--- src/rtl/load_store_unit.sv ---
// Data-memory initiator: one load/store at a time, alignment/mode checks, lane steering,
// load extension and a bounded wait for the memory acknowledge.
module load_store_unit #(
    parameter int unsigned TIMEOUT_CYCLES = 16
) (
    input  logic        i_Clock,
    input  logic        i_Reset_n,
    input  logic        i_Valid,
    output logic        o_Ready,
    input  logic        i_Write,
    input  logic [2:0]  i_Mode,
    input  logic [31:0] i_Address,
    input  logic [31:0] i_StoreData,
    output logic        o_Done,
    output logic [31:0] o_LoadData,
    output logic        o_MisalignedAccess,
    output logic        o_BadInstruction,
    output logic        o_BusError,
    output logic        o_MemRequest,
    output logic        o_MemWrite,
    output logic [31:0] o_MemAddress,
    output logic [3:0]  o_MemByteEnable,
    output logic [31:0] o_MemWriteData,
    input  logic        i_MemAck,
    input  logic [31:0] i_MemReadData
);

    typedef enum logic [1:0] {StIdle, StRequest, StRespond} stateT;

    localparam logic [7:0] TimeoutLast = 8'(TIMEOUT_CYCLES - 1);

    stateT       stateQ, stateD;
    logic        writeQ, writeD;
    logic [2:0]  modeQ, modeD;
    logic [1:0]  offsetQ, offsetD;
    logic [29:0] wordAddrQ, wordAddrD;
    logic [3:0]  byteEnQ, byteEnD;
    logic [31:0] writeDataQ, writeDataD;
    logic [7:0]  countQ, countD;
    logic [31:0] loadDataQ, loadDataD;
    logic        misQ, misD;
    logic        badQ, badD;
    logic        busQ, busD;

    logic        badMode;
    logic        misaligned;
    logic [3:0]  reqByteEn;
    logic [31:0] reqWriteData;
    logic [7:0]  laneByte;
    logic [15:0] laneHalf;
    logic [31:0] extended;

    // Request decode, evaluated against the live inputs while idle
    always_comb begin
        badMode    = (i_Mode == 3'b011) || (i_Mode == 3'b110) || (i_Mode == 3'b111) ||
                     (i_Write && i_Mode[2]);
        misaligned = ((i_Mode[1:0] == 2'b01) && i_Address[0]) ||
                     ((i_Mode[1:0] == 2'b10) && (i_Address[1:0] != 2'b00));
        case (i_Mode[1:0])
            2'b00: begin
                reqByteEn    = 4'b0001 << i_Address[1:0];
                reqWriteData = {4{i_StoreData[7:0]}};
            end
            2'b01: begin
                reqByteEn    = i_Address[1] ? 4'b1100 : 4'b0011;
                reqWriteData = {2{i_StoreData[15:0]}};
            end
            default: begin
                reqByteEn    = 4'b1111;
                reqWriteData = i_StoreData;
            end
        endcase
        if (!i_Write) begin
            reqByteEn    = 4'b0000;
            reqWriteData = 32'h0;
        end
    end

    // Lane select and extension of the returned read word
    always_comb begin
        unique case (offsetQ)
            2'd0:    laneByte = i_MemReadData[7:0];
            2'd1:    laneByte = i_MemReadData[15:8];
            2'd2:    laneByte = i_MemReadData[23:16];
            default: laneByte = i_MemReadData[31:24];
        endcase
        laneHalf = offsetQ[1] ? i_MemReadData[31:16] : i_MemReadData[15:0];
        case (modeQ)
            3'b000:  extended = {{24{laneByte[7]}}, laneByte};
            3'b001:  extended = {{16{laneHalf[15]}}, laneHalf};
            3'b100:  extended = {24'h0, laneByte};
            3'b101:  extended = {16'h0, laneHalf};
            default: extended = i_MemReadData;
        endcase
    end

    always_comb begin
        stateD     = stateQ;
        writeD     = writeQ;
        modeD      = modeQ;
        offsetD    = offsetQ;
        wordAddrD  = wordAddrQ;
        byteEnD    = byteEnQ;
        writeDataD = writeDataQ;
        countD     = countQ;
        loadDataD  = loadDataQ;
        misD       = misQ;
        badD       = badQ;
        busD       = busQ;
        case (stateQ)
            StIdle: begin
                if (i_Valid) begin
                    writeD     = i_Write;
                    modeD      = i_Mode;
                    offsetD    = i_Address[1:0];
                    wordAddrD  = i_Address[31:2];
                    byteEnD    = reqByteEn;
                    writeDataD = reqWriteData;
                    countD     = 8'd0;
                    loadDataD  = 32'h0;
                    misD       = 1'b0;
                    badD       = 1'b0;
                    busD       = 1'b0;
                    if (badMode) begin
                        badD   = 1'b1;
                        stateD = StRespond;
                    end else if (misaligned) begin
                        misD   = 1'b1;
                        stateD = StRespond;
                    end else begin
                        stateD = StRequest;
                    end
                end
            end
            StRequest: begin
                countD = countQ + 8'd1;
                // An ack in the expiry cycle still completes normally
                if (i_MemAck) begin
                    loadDataD = writeQ ? 32'h0 : extended;
                    stateD    = StRespond;
                end else if (countQ == TimeoutLast) begin
                    busD   = 1'b1;
                    stateD = StRespond;
                end
            end
            StRespond: begin
                countD    = 8'd0;
                loadDataD = 32'h0;
                misD      = 1'b0;
                badD      = 1'b0;
                busD      = 1'b0;
                stateD    = StIdle;
            end
            default: stateD = StIdle;
        endcase
    end

    always_ff @(posedge i_Clock or negedge i_Reset_n) begin
        if (!i_Reset_n) begin
            stateQ     <= StIdle;
            writeQ     <= 1'b0;
            modeQ      <= 3'b000;
            offsetQ    <= 2'b00;
            wordAddrQ  <= 30'h0;
            byteEnQ    <= 4'b0000;
            writeDataQ <= 32'h0;
            countQ     <= 8'd0;
            loadDataQ  <= 32'h0;
            misQ       <= 1'b0;
            badQ       <= 1'b0;
            busQ       <= 1'b0;
        end else begin
            stateQ     <= stateD;
            writeQ     <= writeD;
            modeQ      <= modeD;
            offsetQ    <= offsetD;
            wordAddrQ  <= wordAddrD;
            byteEnQ    <= byteEnD;
            writeDataQ <= writeDataD;
            countQ     <= countD;
            loadDataQ  <= loadDataD;
            misQ       <= misD;
            badQ       <= badD;
            busQ       <= busD;
        end
    end

    // Port outputs are registered values qualified by the state register
    always_comb begin
        o_Ready            = (stateQ == StIdle);
        o_MemRequest       = (stateQ == StRequest);
        o_Done             = (stateQ == StRespond);
        o_MemWrite         = o_MemRequest && writeQ;
        o_MemAddress       = o_MemRequest ? {wordAddrQ, 2'b00} : 32'h0;
        o_MemByteEnable    = o_MemRequest ? byteEnQ : 4'b0000;
        o_MemWriteData     = o_MemRequest ? writeDataQ : 32'h0;
        o_LoadData         = o_Done ? loadDataQ : 32'h0;
        o_MisalignedAccess = o_Done && misQ;
        o_BadInstruction   = o_Done && badQ;
        o_BusError         = o_Done && busQ;
    end

endmodule

--- config.mk ---
export PLATFORM = sky130hd
export DESIGN_NAME = load_store_unit
export DESIGN_NICKNAME = d
export VERILOG_FILES = /design/src/rtl/load_store_unit.sv
export SDC_FILE = /design/constraint.sdc
export NUM_CORES = 1
export LEC_CHECK = 0
export BUFFER_PORTS_ARGS = -buffer_cell sky130_fd_sc_hd__buf_4
export CAP_MARGIN = 15
export CORE_UTILIZATION = 35
export CTS_CLUSTER_DIAMETER = 200
export DETAILED_ROUTE_END_ITERATION = 7
export SLEW_MARGIN = 20
export SYNTH_ARGS = -nofsm -noshare
export SYNTH_HDL_FRONTEND = slang
export SYNTH_SLANG_ARGS = --single-unit
--- constraint.sdc ---
create_clock -name i_Clock -period 2.4 [get_ports i_Clock]
set_clock_uncertainty 0.1 [all_clocks]
set_input_delay 0.24 -clock i_Clock [delete_from_list [all_inputs] [get_ports i_Clock]]
set_output_delay 0.24 -clock i_Clock [all_outputs]
set_load 0.005 [all_outputs]
* Word-level counts from Yosys, hierarchy flattened *
Cells that the tools add are included.

word-level totals
  register bits = 117
  bits of input ports = 104
  logic and storage cells = 91

operators by class
  $add $sub $neg = 1
  eq/ne operators = 18
  shift operators = 1
  multiplexer cells = 35
  reduce and logical (&&, ||, !) cells = 24

operator list
  kind                                                    count
  2-to-1 mux 32 bit                                       7
  one-hot mux 32 bit (4 select lines)                     1
  one-hot mux 32 bit (3 select lines)                     1
  one-hot mux 32 bit (2 select lines)                     1
  one-hot mux 8 bit (3 select lines)                      2
  2-to-1 mux 16 bit                                       1
  equality test 3 bit (second input constant)             4
  2-to-1 mux 4 bit                                        3
  2-to-1 mux 2 bit                                        5
  adder 8 x 1 -> 8 bit (second input constant)            1
  equality test 8 x 4 -> 1 bit (second input constant)    1
  2-to-1 mux 1 bit                                        8
  2-to-1 mux 8 bit                                        1
  one-hot mux 4 bit (2 select lines)                      1
  AND reduction 2 bit                                     4
  logical AND 1 bit                                       7
  equality test 2 x 1 -> 1 bit (second input constant)    3
  equality test 2 bit (second input constant)             3
  zero test 2 bit                                         3
  logical OR 1 bit                                        4
  inequality test 2 x 1 -> 1 bit (second input constant)  2
  inequality test 2 bit (second input constant)           2
  one-hot mux 1 bit (2 select lines)                      2
  one-hot mux 2 bit (2 select lines)                      1
  10 further kinds                                        11

* Depth between registers and ports, before layout *
Gate-level depths: netlist of run 1.

  word-level depth = 7
  depth in mapped cells = 7

* Least setup slack after synthesis of run 1 *
No wires, ideal clock.

  path type = reg-to-reg
  from = register offsetQ[1]
  to = register loadDataQ[16]
  setup time = 0.126 ns
  data arrival time = 1.682 ns
  required time = 2.174 ns
  setup slack = 0.492 ns
  stages on the path, launching flop included = 6
  buffers on the path = 1
  clock period less this slack = 1.908 ns
  path through = dfrtp_1 -> mux2_4 -> a222oi_1 -> nor4b_4 -> buf_6 -> a221o_1

between the ends
  cells in the longest elaborated chain, start to end = 6
  elaborated cells between the ends (all ways) = 9
  classes of those cells = eq/ne (2); mux (6); reduce/logical (1)

ends and longest elaborated chain
  item                                         RTL line  RTL
  from (decl)                                  35        logic [1:0] offsetQ, offsetD;
  from (signal assigned)                       176       offsetQ <= offsetD;
  equality test 2 bit (tied with other cells)  81        unique case (offsetQ)
  one-hot mux 8 bit (3 select lines)           81
  one-hot mux 32 bit (4 select lines) *        88        case (modeQ)
  2-to-1 mux 32 bit *                          139       loadDataD = writeQ ? 32'h0 : extended;
  2-to-1 mux 32 bit *                          138       if (i_MemAck) begin
  one-hot mux 32 bit (3 select lines) *        110       case (stateQ)
  to (signal assigned)                         181       loadDataQ <= loadDataD;
  to (decl)                                    40        logic [31:0] loadDataQ, loadDataD;

Every way passes the cells marked *; elsewhere a longest branch is shown, timed or not. The select of a mux whose other input is x is not followed.
A chain may end at the register's enable or synchronous reset.

* Final worst setup path of run 1 *
  from = register stateQ[1]
  to = output o_MemByteEnable[1]

between the ends
  cells in the longest elaborated chain, start to end = 2

ends and longest elaborated chain
  item                          RTL line  RTL
  from (decl)                   32        stateT stateQ, stateD;
  from (signal assigned)        160       stateQ <= StIdle;
  from (signal assigned)        173       stateQ <= stateD;
  equality test 2 x 1 -> 1 bit  191       o_MemRequest = (stateQ == StRequest);
  2-to-1 mux 4 bit              195       o_MemByteEnable = o_MemRequest ? byteEnQ : 4'b0000;
  to (decl)                     22        output logic [3:0] o_MemByteEnable,

No other way between the ends.

==> impl_metrics.csv, run 1 <==
group,metric,value,unit
worst_setup_path,cp_max_fo,76,
global_routing,grt_overflow_total,0,
synthesis,yosys_warnings,0,
clocking,cts_root_buf,"clkbuf_16",
clocking,htree_num_levels,4,
finish,fillers,1498,
global_routing,grt_util_met1,25.3,%
global_routing,antenna_found_initial,0,
synthesis,synth_top_cell_by_area,"dfrtp_1",
synthesis,async_flop_share,100,%
sta,period_needed,2.23,ns
floorplanning,rows,47,
synthesis,syn_inst,604,
floorplanning,dieArea,18000,um^2
global_routing,grt_first_pass_wirelength,29000,um
sta,fmax,0.448,GHz
min_path,worstHoldStart,"i_MemReadData[25]",
synthesis,synth_top_area_share,48.0,%
worst_setup_path,reg2reg_to,"wordAddrQ[24]$_DFFE_PN0P_",
min_path,worstHoldPathType,"in -> reg",
worst_setup_path,end_kind,"primary output",
global_routing,gr-usage-met2,33.5,%
synthesis,syn-mean-instance-area,10.1,um^2
pwr,powerDensity,983,nW/um^2
global_routing,grt_max_degree,79,
synthesis,syn_area,6110,um^2
sta,relSlewSlack,46.2,%
pwr,seqPwrFrac,36.6,%
worst_setup_path,r2r_start,"stateQ[0]$_DFFE_PN0P_",
global_routing,grt_pass1_vias,5678,
worst_setup_path,path_class,"reg -> out",
worst_setup_path,rr_worst_depth,4,
worst_setup_path,worstPathArrival,1.89,ns
sta,maxSlewViolCount,0,
detailed_routing,ant_nets,0,
clocking,clkTransAtPathRegs,0.06,ns
worst_setup_path,required,2.06,ns
detailed_routing,wl_per_cell,16.9,um
placement,dp_hpwl,12600,um
finish,seqCellArea,2930,um^2
synthesis,synth_compound_area_share,15.8,%
worst_setup_path,critical_path.top_delay_family,"buffers and inverters",
run,drv_cap,0,
worst_setup_path,cp-start-kind,"register",
detailed_routing,dr.pass1.iters,5,
detailed_routing,viasPerCell,5.15,
pwr,pwr-share-comb,35.4,%
sta,setup_tns,0,ns
synthesis,synth_edf_count,0,
sta,rsz0062_at_grt,"false",
sta,finalSetupViolCount,0,
synthesis,synthFlopType,"dfrtp_1",
global_routing,grt_busiest_layer,"met2",
worst_setup_path,cpMaxStageDelayCell,"dfrtp_1",
synthesis,synth_seq_cells,117,
global_routing,grt_use_total,20.9,%
clocking,ctsLongestPathBuffers,2,
synthesis,synth-adder-area-share,0.205,%
pwr,p_clk_share,27.9,%
global_routing,gr-usage-met3,6.99,%
synthesis,seq_area_frac_synth,48.0,%
sta,post-route-period-util,93.1,%
placement,place_congestion,0.861,
clocking,insertion_delay,0.42,ns
worst_setup_path,rrSetupSlack,0.30,ns
synthesis,yosysUniqueCellTypes,46,
floorplanning,die_h,134,um
placement,dpl_cell_area,7890,um^2
pwr,intPower,0.00592,W
pwr,switching_share,33.8,%
finish,drive_gt1_share,35.7,%
detailed_routing,vias,5610,
finish,multi_input_area,2970,um^2
sta,finalHoldViolCount,0,
run_status,status,"finished clean",
worst_setup_path,path_buf_inv,3,
detailed_routing,drt_iter0_markers,286,
sta,tightestPinTransition,0.807,ns
finish,final_area,9100,um^2
clocking,cts_tree,"yes",
finish,nNetsFinal,962,
finish,syn2layout_area_growth,49.0,%
clocking,postCtsSetupRepairBufs,0,
clocking,clock-sinks,117,
pwr,p_leak,4.32,nW
finish,antenna-diode-count,0,
synthesis,synthTopCellsByArea,"dfrtp_1 (48%), and2_1 (11%), mux2_2 (9.6%)",
pwr,vdd_drop_max,0.542,mV
floorplanning,start_util,36.3,%
min_path,whs_path_depth,2,
synthesis,synth_top_family_by_area,"simple AND/OR/NAND/NOR gates",
synthesis,synthSimpleGateAreaFrac,20.8,%
detailed_routing,remaining_drc_errors,0,
worst_setup_path,critPathMaxStageDelay,0.46,ns
floorplanning,num_io_pins,211,
synthesis,synthMuxAreaShare,11.1,%
floorplanning,die_x,134,um
synthesis,yosys.area_share.xor_xnor,0.143,%
pwr,switchingPower,0.00302,W
floorplanning,core-area,16800,um^2
clocking,cts_buffers,17,
min_path,min_to,"loadDataQ[25]$_DFFE_PN0P_",
worst_setup_path,crit_chain,"nand2b_4, clkinv_1, buf_12, and2_1, buf_4",
detailed_routing,wl,18500,um
placement,port_buffers,208,
-- kinds of logic after synthesis --
family          after synthesis
mux                          61
compound gates              138
buf+inv                      55
xor+xnor                      1
fa+ha+maj                     1
simple gates                230
other cells                   1
flops                       117
-- per-stage QoR --
stage | hold WS, ns | instances | total power [W] | worst slack (ns) | utilization [%]
finish | 0.0213 | 1090 | 0.00894 | 0.167 | 54.1
global placement | 0.252 | 996 | 0.00626 | 0.353 | 46.9
detailed placement | 0.250 | 996 | 0.00638 | 0.218 | 46.9
CTS | 0.00151 | 1090 | 0.00901 | 0.0677 | 54.1
floorplan | -0.156 | 605 | 0.00507 | 0.492 | -
global route | 0.00926 | 1090 | 0.00949 | 0.0742 | 54.1
-- sequential cells by signal (all words and copies together), names as in the netlist --
name        cells
misQ            1
writeDataQ     32
loadDataQ      32
badQ            1
offsetQ         2
writeQ          1
busQ            1
stateQ          2
byteEnQ         4
countQ          8
wordAddrQ      30
modeQ           3
-- power by group through the flow --
stage	sequential, W	combinational, W	clock, W
2_1_floorplan	0.00305	0.00201	0
3_3_place_gp	0.00324	0.00301	0
3_5_place_dp	0.00329	0.00310	0
4_1_cts	0.00327	0.00319	0.00256
5_1_grt	0.00338	0.00348	0.00263
6_report	0.00328	0.00317	0.00250
-- area by class of cell --
| type | count | share of cell area, % |
|---|---|---|
| Tap cell | 220 | 3.03 |
| Clock buffer | 18 | 4.72 |
| Timing Repair Buffer | 282 | 25.5 |
| Sequential cell | 117 | 32.2 |
| Clock inverter | 14 | 1.69 |
| Multi-Input combinational cell | 433 | 32.6 |
| Inverter | 6 | 0.248 |
-- worst max path at each step --
stage | slack [ns] | startpoint | end | cells past startpoint
after floorplan | 0.49 | offsetQ[1]$_DFFE_PN0P_ | loadDataQ[16]$_DFFE_PN0P_ | 5
after CTS | 0.07 | stateQ[1]$_DFFE_PN0P_ | o_MemByteEnable[1] | 5
after global placement | 0.35 | stateQ[1]$_DFFE_PN0P_ | loadDataQ[9]$_DFFE_PN0P_ | 6
after global routing | 0.07 | stateQ[1]$_DFFE_PN0P_ | o_MemByteEnable[1] | 5
after detailed placement | 0.22 | stateQ[1]$_DFFE_PN0P_ | loadDataQ[8]$_DFFE_PN0P_ | 6
final | 0.17 | stateQ[1]$_DFFE_PN0P_ | o_MemByteEnable[1] | 5
-- cells in the mapped netlist, types with 2 or more instances --
| master | instances |
|---|---|
| nor3_1 | 2 |
| mux2i_1 | 8 |
| and3_1 | 3 |
| nor2b_1 | 18 |
| o31ai_1 | 18 |
| a22oi_1 | 9 |
| a21oi_1 | 19 |
| buf_4 | 3 |
| mux2_2 | 52 |
| o221ai_1 | 7 |
| a22o_1 | 9 |
| nor2_1 | 24 |
| nand2b_1 | 13 |
| clkbuf_1 | 34 |
| a221oi_1 | 9 |
| a31oi_1 | 3 |
| a221o_1 | 16 |
| inv_1 | 6 |
| nand3_1 | 4 |
| o21ai_0 | 41 |
| or2_2 | 2 |
| buf_2 | 8 |
| nand4_1 | 3 |
| buf_1 | 2 |
| dfrtp_1 | 117 |
| nand2_1 | 52 |
| and2_1 | 103 |
-- routing by layer --
metal / part of all wire [%] / wire length, um
met4: 2.2 / 415
met2: 47 / 8680
met3: 8.0 / 1480
met1: 43 / 7880
met5: 0 / 0
-- placed cells by master (no fill, tap or decap), types with 5 or more instances in the layout --
cell type / count
nand2b_1: 12
o221ai_1: 7
a22o_1: 9
nor2b_1: 18
clkbuf_16: 17
dfrtp_1: 117
a22oi_1: 9
and2_1: 103
mux2i_1: 8
o31ai_1: 18
buf_4: 216
clkinv_4: 5
a21oi_1: 19
nand2_1: 51
o21ai_0: 41
a221oi_1: 9
dlygate4sd3_1: 62
a221o_1: 16
nor2_1: 24
inv_1: 5
mux2_2: 52
-- what timing repair did --
item,4_1_cts,5_1_grt
endpoints found under the setup margin,67,46
gates resized for setup,1,1
hold buffers,62,0
hold endpoints to repair,110,0
Note: power is estimated with default switching activity, not from simulation.
==> run 2: changes to the inputs <==
Settings changed: BUFFER_PORTS_ARGS -buffer_cell sky130_fd_sc_hd__buf_4 to default, DONT_BUFFER_PORTS from default to 1.
==> run 2 against run 1 <==
  * The run now ends with negative hold slack left
  * Critical path depth unchanged
  * First-iteration DRC count down 4.9%
  * Cell area fell by 14%
  * Combinational power shrank 18%
  * Die area stayed put
  * Wire length is 4.1% lower
  * Utilization decreased by 7.7 points
  * Via count shrank 11%
  * Maximum frequency decreased by 0.84%
  * Critical endpoint is now writeDataQ[19]$_DFFE_PN0P_
  * Largest cell class unchanged
==> impl_metrics.csv, run 2 (same netlist as run 1, synthesis figures left out) <==
group,metric,value,unit
detailed_routing,ant_nets,0,
run_status,violations,"negative hold slack",
finish,top_regs,"loadDataQ (32), writeDataQ (32), wordAddrQ (30)",
worst_setup_path,cp_max_fo,32,
pwr,vdd_drop_max,0.642,mV
clocking,postCtsSetupRepairBufs,0,
worst_setup_path,rr_worst_depth,5,
detailed_routing,vias,4965,
worst_setup_path,path_class,"reg -> reg",
detailed_routing,drt_iter0_markers,272,
sta,setup_slack,0.148,ns
global_routing,grt_first_pass_wirelength,27600,um
sta,post-route-period-util,93.8,%
placement,port_buffers,0,
global_routing,grt_use_total,20.0,%
worst_setup_path,rrSetupSlack,0.15,ns
detailed_routing,wl,17700,um
detailed_routing,dr.pass1.iters,5,
sta,rsz0062_at_grt,"false",
placement,dp.cells,788,
min_path,worstHoldPathType,"in -> async",
placement,dpl_cell_area,6310,um^2
pwr,pwr-share-comb,31.6,%
floorplanning,die_x,134,um
run_status,status,"finished with violations",
finish,layout_commonest_cell,"dfrtp_1",
placement,pre_cts_slack,0.382,ns
global_routing,antenna_found_initial,0,
sta,whs,-0.569,ns
sta,setup_tns,0,ns
placement,dp_hpwl,11100,um
worst_setup_path,reg2reg_to,"writeDataQ[19]$_DFFE_PN0P_",
clocking,hold_buffers,93,
floorplanning,dieArea,18000,um^2
pwr,intPower,0.00536,W
finish,antenna-diode-count,0,
pwr,powerDensity,1060,nW/um^2
worst_setup_path,worstPathArrival,2.45,ns
finish,final_core_util,46.3,%
pwr,p_clk_share,28.6,%
finish,nNetsFinal,785,
floorplanning,core-area,16800,um^2
detailed_routing,viasPerCell,5.44,
detailed_routing,wl_per_cell,19.4,um
sta,period_needed,2.25,ns
clocking,clock-sinks,117,
worst_setup_path,required,2.60,ns
finish,final_area,7790,um^2
floorplanning,num_io_pins,211,
pwr,switching_share,35.1,%
pwr,switchingPower,0.00289,W
finish,final_cells,913,
clocking,ctsLongestPathBuffers,2,
clocking,htree_num_levels,4,
floorplanning,start_util,36.3,%
sta,finalHoldViolCount,117,
pwr,p_leak,3.38,nW
placement,place_congestion,0.860,
finish,drive_gt1_share,15.0,%
clocking,insertion_delay,0.40,ns
finish,syn2layout_area_growth,27.7,%
sta,tightestPinTransition,0.931,ns
sta,fmax,0.444,GHz
floorplanning,die_h,134,um
global_routing,grt_pass1_vias,5065,
worst_setup_path,end_kind,"register",
global_routing,grt_overflow_total,0,
sta,finalSetupViolCount,0,
clocking,clkTransAtPathRegs,0.06,ns
worst_setup_path,cp-start-kind,"register",
clocking,cts_tree,"yes",
pwr,seqPwrFrac,39.9,%
clocking,cts_buffers,17,
floorplanning,rows,47,
global_routing,grt_max_degree,118,
clocking,cts_root_buf,"clkbuf_16",
detailed_routing,remaining_drc_errors,0,
run,drv_cap,0,
sta,relSlewSlack,37.7,%
finish,layout_common_cells,"dfrtp_1 (117), and2_1 (103), dlygate4sd3_1 (93), mux2_2 (52), nand2_1 (51)",
worst_setup_path,r2r_start,"stateQ[0]$_DFFE_PN0P_",
sta,maxSlewViolCount,0,
run 2: cell types whose count changed in the layout (fill, tap and decap cells not counted), sizes merged:
cell / delta
buf: -208
inv: +7
clkinvlp: -1
dlygate4sd3: +31
bufinv: -2
clkinv: -4
run 2: layer usage:
| layer | vias up | track usage [%] | part of all wire, % |
|---|---|---|---|
| met5 | - | 0 | 0 |
| met3 | 23 | 7.45 | 8.9 |
| met2 | 238 | 32.9 | 48 |
| met1 | 2419 | 24.3 | 41 |
| met4 | 0 | 6.18 | 1.8 |
| li1 | 2285 | - | - |
run 2: worst max-delay path by stage:
stage,from,endpoint,slack [ns],cells past startpoint
detailed placement,offsetQ[1]$_DFFE_PN0P_,loadDataQ[17]$_DFFE_PN0P_,0.38,5
global placement,offsetQ[0]$_DFFE_PN0P_,loadDataQ[20]$_DFFE_PN0P_,0.49,4
global route,stateQ[0]$_DFFE_PN0P_,writeDataQ[19]$_DFFE_PN0P_,0.04,5
finish,stateQ[0]$_DFFE_PN0P_,writeDataQ[19]$_DFFE_PN0P_,0.15,5
floorplan,offsetQ[1]$_DFFE_PN0P_,loadDataQ[16]$_DFFE_PN0P_,0.49,5
CTS,stateQ[0]$_DFFE_PN0P_,writeDataQ[19]$_DFFE_PN0P_,0.13,5
run 2: through the flow:
step,hold slack (ns),power (W)
3_5_place_dp,-0.149,0.00575
5_1_grt,-0.601,0.00878
6_report,-0.569,0.00825
4_1_cts,-0.593,0.00831
2_1_floorplan,-0.156,0.00507
3_3_place_gp,-0.149,0.00562
run 2: power by group through the flow:
| stage | sequential, W | combinational [W] | clock, W |
|---|---|---|---|
| floorplan | 0.00305 | 0.00201 | 0 |
| global placement | 0.00326 | 0.00237 | 0 |
| detailed placement | 0.00329 | 0.00246 | 0 |
| CTS | 0.00327 | 0.00262 | 0.00241 |
| global route | 0.00339 | 0.00289 | 0.00250 |
| finish | 0.00329 | 0.00260 | 0.00235 |
run 2: timing repair:
item                                    in CTS  in global routing
resized for setup                            0                  0
endpoints found under the setup margin       0                  0
endpoints found under the hold margin      219                117
run 2: area by class of cell:
| class | instances | area [um^2] |
|---|---|---|
| Fill cell | 1568 | 9020 |
| Sequential cell | 117 | 2930 |
| Inverter | 6 | 22.5 |
| Tap cell | 220 | 275 |
| Timing Repair Buffer | 105 | 1060 |
| Multi-Input combinational cell | 433 | 2960 |
| Clock inverter | 14 | 113 |
| Clock buffer | 18 | 439 |
run 2: critical path: stages, from the launching register on:
cell           delay (ns)
dfrtp_1              0.46
nor2_1               0.24
nand2_4              0.27
buf_4                0.30
a22o_1               0.23
dlygate4sd3_1        0.54
==> run 3: changes to the inputs <==
Settings changed: PLACE_DENSITY_LB_ADDON from default to 0.08, REMOVE_ABC_BUFFERS from default to 1.
==> run 3 against run 2 <==
  * The flow still finishes with violations (negative hold slack)
  * Final cell count grew 0.22%
  * Sequential share of layout area down 0.35 points
  * Worst setup slack better by 0.026 ns
  * Combinational power grew 7%
  * Via count down 1.8%
  * Sequential power shrank 2%
  * Clock power is 7% higher
  * Critical path type is now reg -> out
==> impl_metrics.csv, run 3 (same netlist as run 1, synthesis figures left out) <==
group,metric,value,unit
floorplanning,core-area,16800,um^2
global_routing,grt_pass1_vias,5038,
detailed_routing,ant_nets,0,
worst_setup_path,cp-startpoint,"stateQ[0]$_DFFE_PN0P_",
floorplanning,die_x,134,um
clocking,postCtsSetupRepairBufs,0,
finish,layout_commonest_cell,"dfrtp_1",
floorplanning,start_util,36.3,%
placement,port_buffers,0,
min_path,worstHoldPathType,"in -> async",
sta,post-route-period-util,92.8,%
floorplanning,die_h,134,um
placement,place_congestion,0.785,
sta,fmax,0.449,GHz
sta,period_needed,2.23,ns
sta,maxSlewViolCount,0,
detailed_routing,drt_iter0_markers,292,
detailed_routing,wl_per_cell,19.2,um
clocking,clock-sinks,117,
worst_setup_path,critPathMaxStageDelay,0.45,ns
finish,syn2layout_area_growth,28.9,%
detailed_routing,viasPerCell,5.33,
clocking,clkTransAtPathRegs,0.06,ns
worst_setup_path,worstPathArrival,1.89,ns
worst_setup_path,cp_max_fo,34,
pwr,p_leak,3.41,nW
finish,final_cells,915,
worst_setup_path,crit_chain,"nand2b_1, buf_4, clkinv_2, clkbuf_16, and2_1",
worst_setup_path,cp-start-kind,"register",
finish,seqCellArea,2930,um^2
floorplanning,rows,47,
run_status,violations,"negative hold slack",
finish,antenna-diode-count,0,
finish,multi_input_area,2960,um^2
global_routing,grt_max_degree,118,
worst_setup_path,r2r_start,"stateQ[0]$_DFFE_PN0P_",
worst_setup_path,end_kind,"primary output",
worst_setup_path,required,2.06,ns
placement,pre_cts_slack,0.275,ns
global_routing,grt_first_pass_wirelength,27300,um
clocking,cts_root_buf,"clkbuf_16",
finish,layout_common_cells,"dfrtp_1 (116), and2_1 (103), dlygate4sd3_1 (93), mux2_2 (52), nand2_1 (51)",
detailed_routing,wl,17600,um
placement,dp_hpwl,10500,um
worst_setup_path,rr_worst_depth,5,
placement,dp.cells,789,
sta,setup_tns,0,ns
finish,final_area,7870,um^2
detailed_routing,dr.pass1.iters,5,
worst_setup_path,path_buf_inv,3,
sta,finalSetupViolCount,0,
finish,top_regs,"loadDataQ (32), writeDataQ (32), wordAddrQ (30)",
global_routing,grt_overflow_total,0,
placement,dpl_cell_area,6330,um^2
global_routing,grt_use_total,19.8,%
run_status,status,"finished with violations",
global_routing,antenna_found_initial,0,
finish,drive_gt1_share,15.4,%
sta,relSlewSlack,26.0,%
worst_setup_path,critical_path.top_delay_family,"buffers and inverters",
clocking,cts_tree,"yes",
finish,nNetsFinal,787,
worst_setup_path,rrSetupSlack,0.19,ns
finish,fillers,1634,
floorplanning,dieArea,18000,um^2
pwr,vdd_drop_max,0.533,mV
sta,setup_slack,0.174,ns
worst_setup_path,cpMaxStageDelayCell,"dfrtp_1",
clocking,cts_buffers,17,
pwr,powerDensity,1080,nW/um^2
clocking,insertion_delay,0.41,ns
run,drv_cap,0,
clocking,htree_num_levels,4,
clocking,ctsLongestPathBuffers,2,
worst_setup_path,cp.depth,5,
worst_setup_path,reg2reg_to,"writeDataQ[23]$_DFFE_PN0P_",
sta,whs,-0.574,ns
sta,finalHoldViolCount,117,
worst_setup_path,path_class,"reg -> out",
sta,tightestPinTransition,1.11,ns
detailed_routing,remaining_drc_errors,0,
floorplanning,num_io_pins,211,
worst_setup_path,timing.critical_path.to,"o_MemByteEnable[2]",
sta,rsz0062_at_grt,"false",
detailed_routing,vias,4878,
==> run 3: changes by cell type in the layout (fill, tap and decap cells not counted), sizes merged <==
cell | before | now
clkinvlp | 2 | 3
inv | 14 | 8
clkinv | 4 | 8
bufinv | 0 | 2
buf | 12 | 13
==> run 3: cell type report <==
| cell class | count | area share (%) |
|---|---|---|
| multi-input combinational | 433 | 37.6 |
| sequential | 117 | 37.2 |
| timing repair buffer | 107 | 14.0 |
| clock buffer | 17 | 5.40 |
| tap | 220 | 3.50 |
| clock inverter | 15 | 1.97 |
| inverter | 6 | 0.302 |
==> run 3: power breakdown <==
part / switching [W] / internal [W] / total, W
clock: 0.000980 / 0.00153 / 0.00251
sequential: 0.000482 / 0.00274 / 0.00322
combinational: 0.00145 / 0.00131 / 0.00277
total: 0.00292 / 0.00558 / 0.00850
==> run 3: worst register-to-register path, stage by stage, from the launching register on <==
cell and delay [ns]:
dfrtp_1 0.45, nor2_1 0.25, nand2_4 0.24, buf_12 0.25
a22o_1 0.25, dlygate4sd3_1 0.55
==> run 3: worst min path at each step <==
stage                               end  slack [ns]  depth (start not counted)
5_1_grt        loadDataQ[4]$_DFFE_PN0P_       -0.61                          0
2_1_floorplan          badQ$_DFFE_PN0P_       -0.16                          0
3_5_place_dp   loadDataQ[4]$_DFFE_PN0P_       -0.15                          0
4_1_cts        loadDataQ[4]$_DFFE_PN0P_       -0.60                          0
3_3_place_gp   loadDataQ[1]$_DFFE_PN0P_       -0.15                          0
6_report       loadDataQ[4]$_DFFE_PN0P_       -0.57                          0
==> run 3: metrics by stage <==
| stage | utilization, % | total power, W | hold WS (ns) |
|---|---|---|---|
| floorplan | - | 0.00494 | -0.156 |
| finish | 46.8 | 0.00850 | -0.574 |
| CTS | 46.6 | 0.00852 | -0.595 |
| global placement | 37.7 | 0.00574 | -0.149 |
| detailed placement | 37.7 | 0.00581 | -0.149 |
| global route | 46.8 | 0.00906 | -0.605 |
==> run 3: timing repair <==
action | in CTS | in global routing
hold endpoints to repair | 219 | 118
hold buffers | 92 | 1
gates resized for setup | 0 | 2
endpoints found under the setup margin | 0 | 47
==> run 3: routing by layer <==
layer / wire [um] / global-route usage (%) / share of wire [%] / vias up
met1: 7420 / 24.7 / 42 / 2376
li1: - / - / - / 2285
met4: 143 / 5.37 / 0.81 / 0
met3: 1560 / 6.76 / 8.9 / 11
met5: 0 / 0 / 0 / -
met2: 8480 / 32.5 / 48 / 206
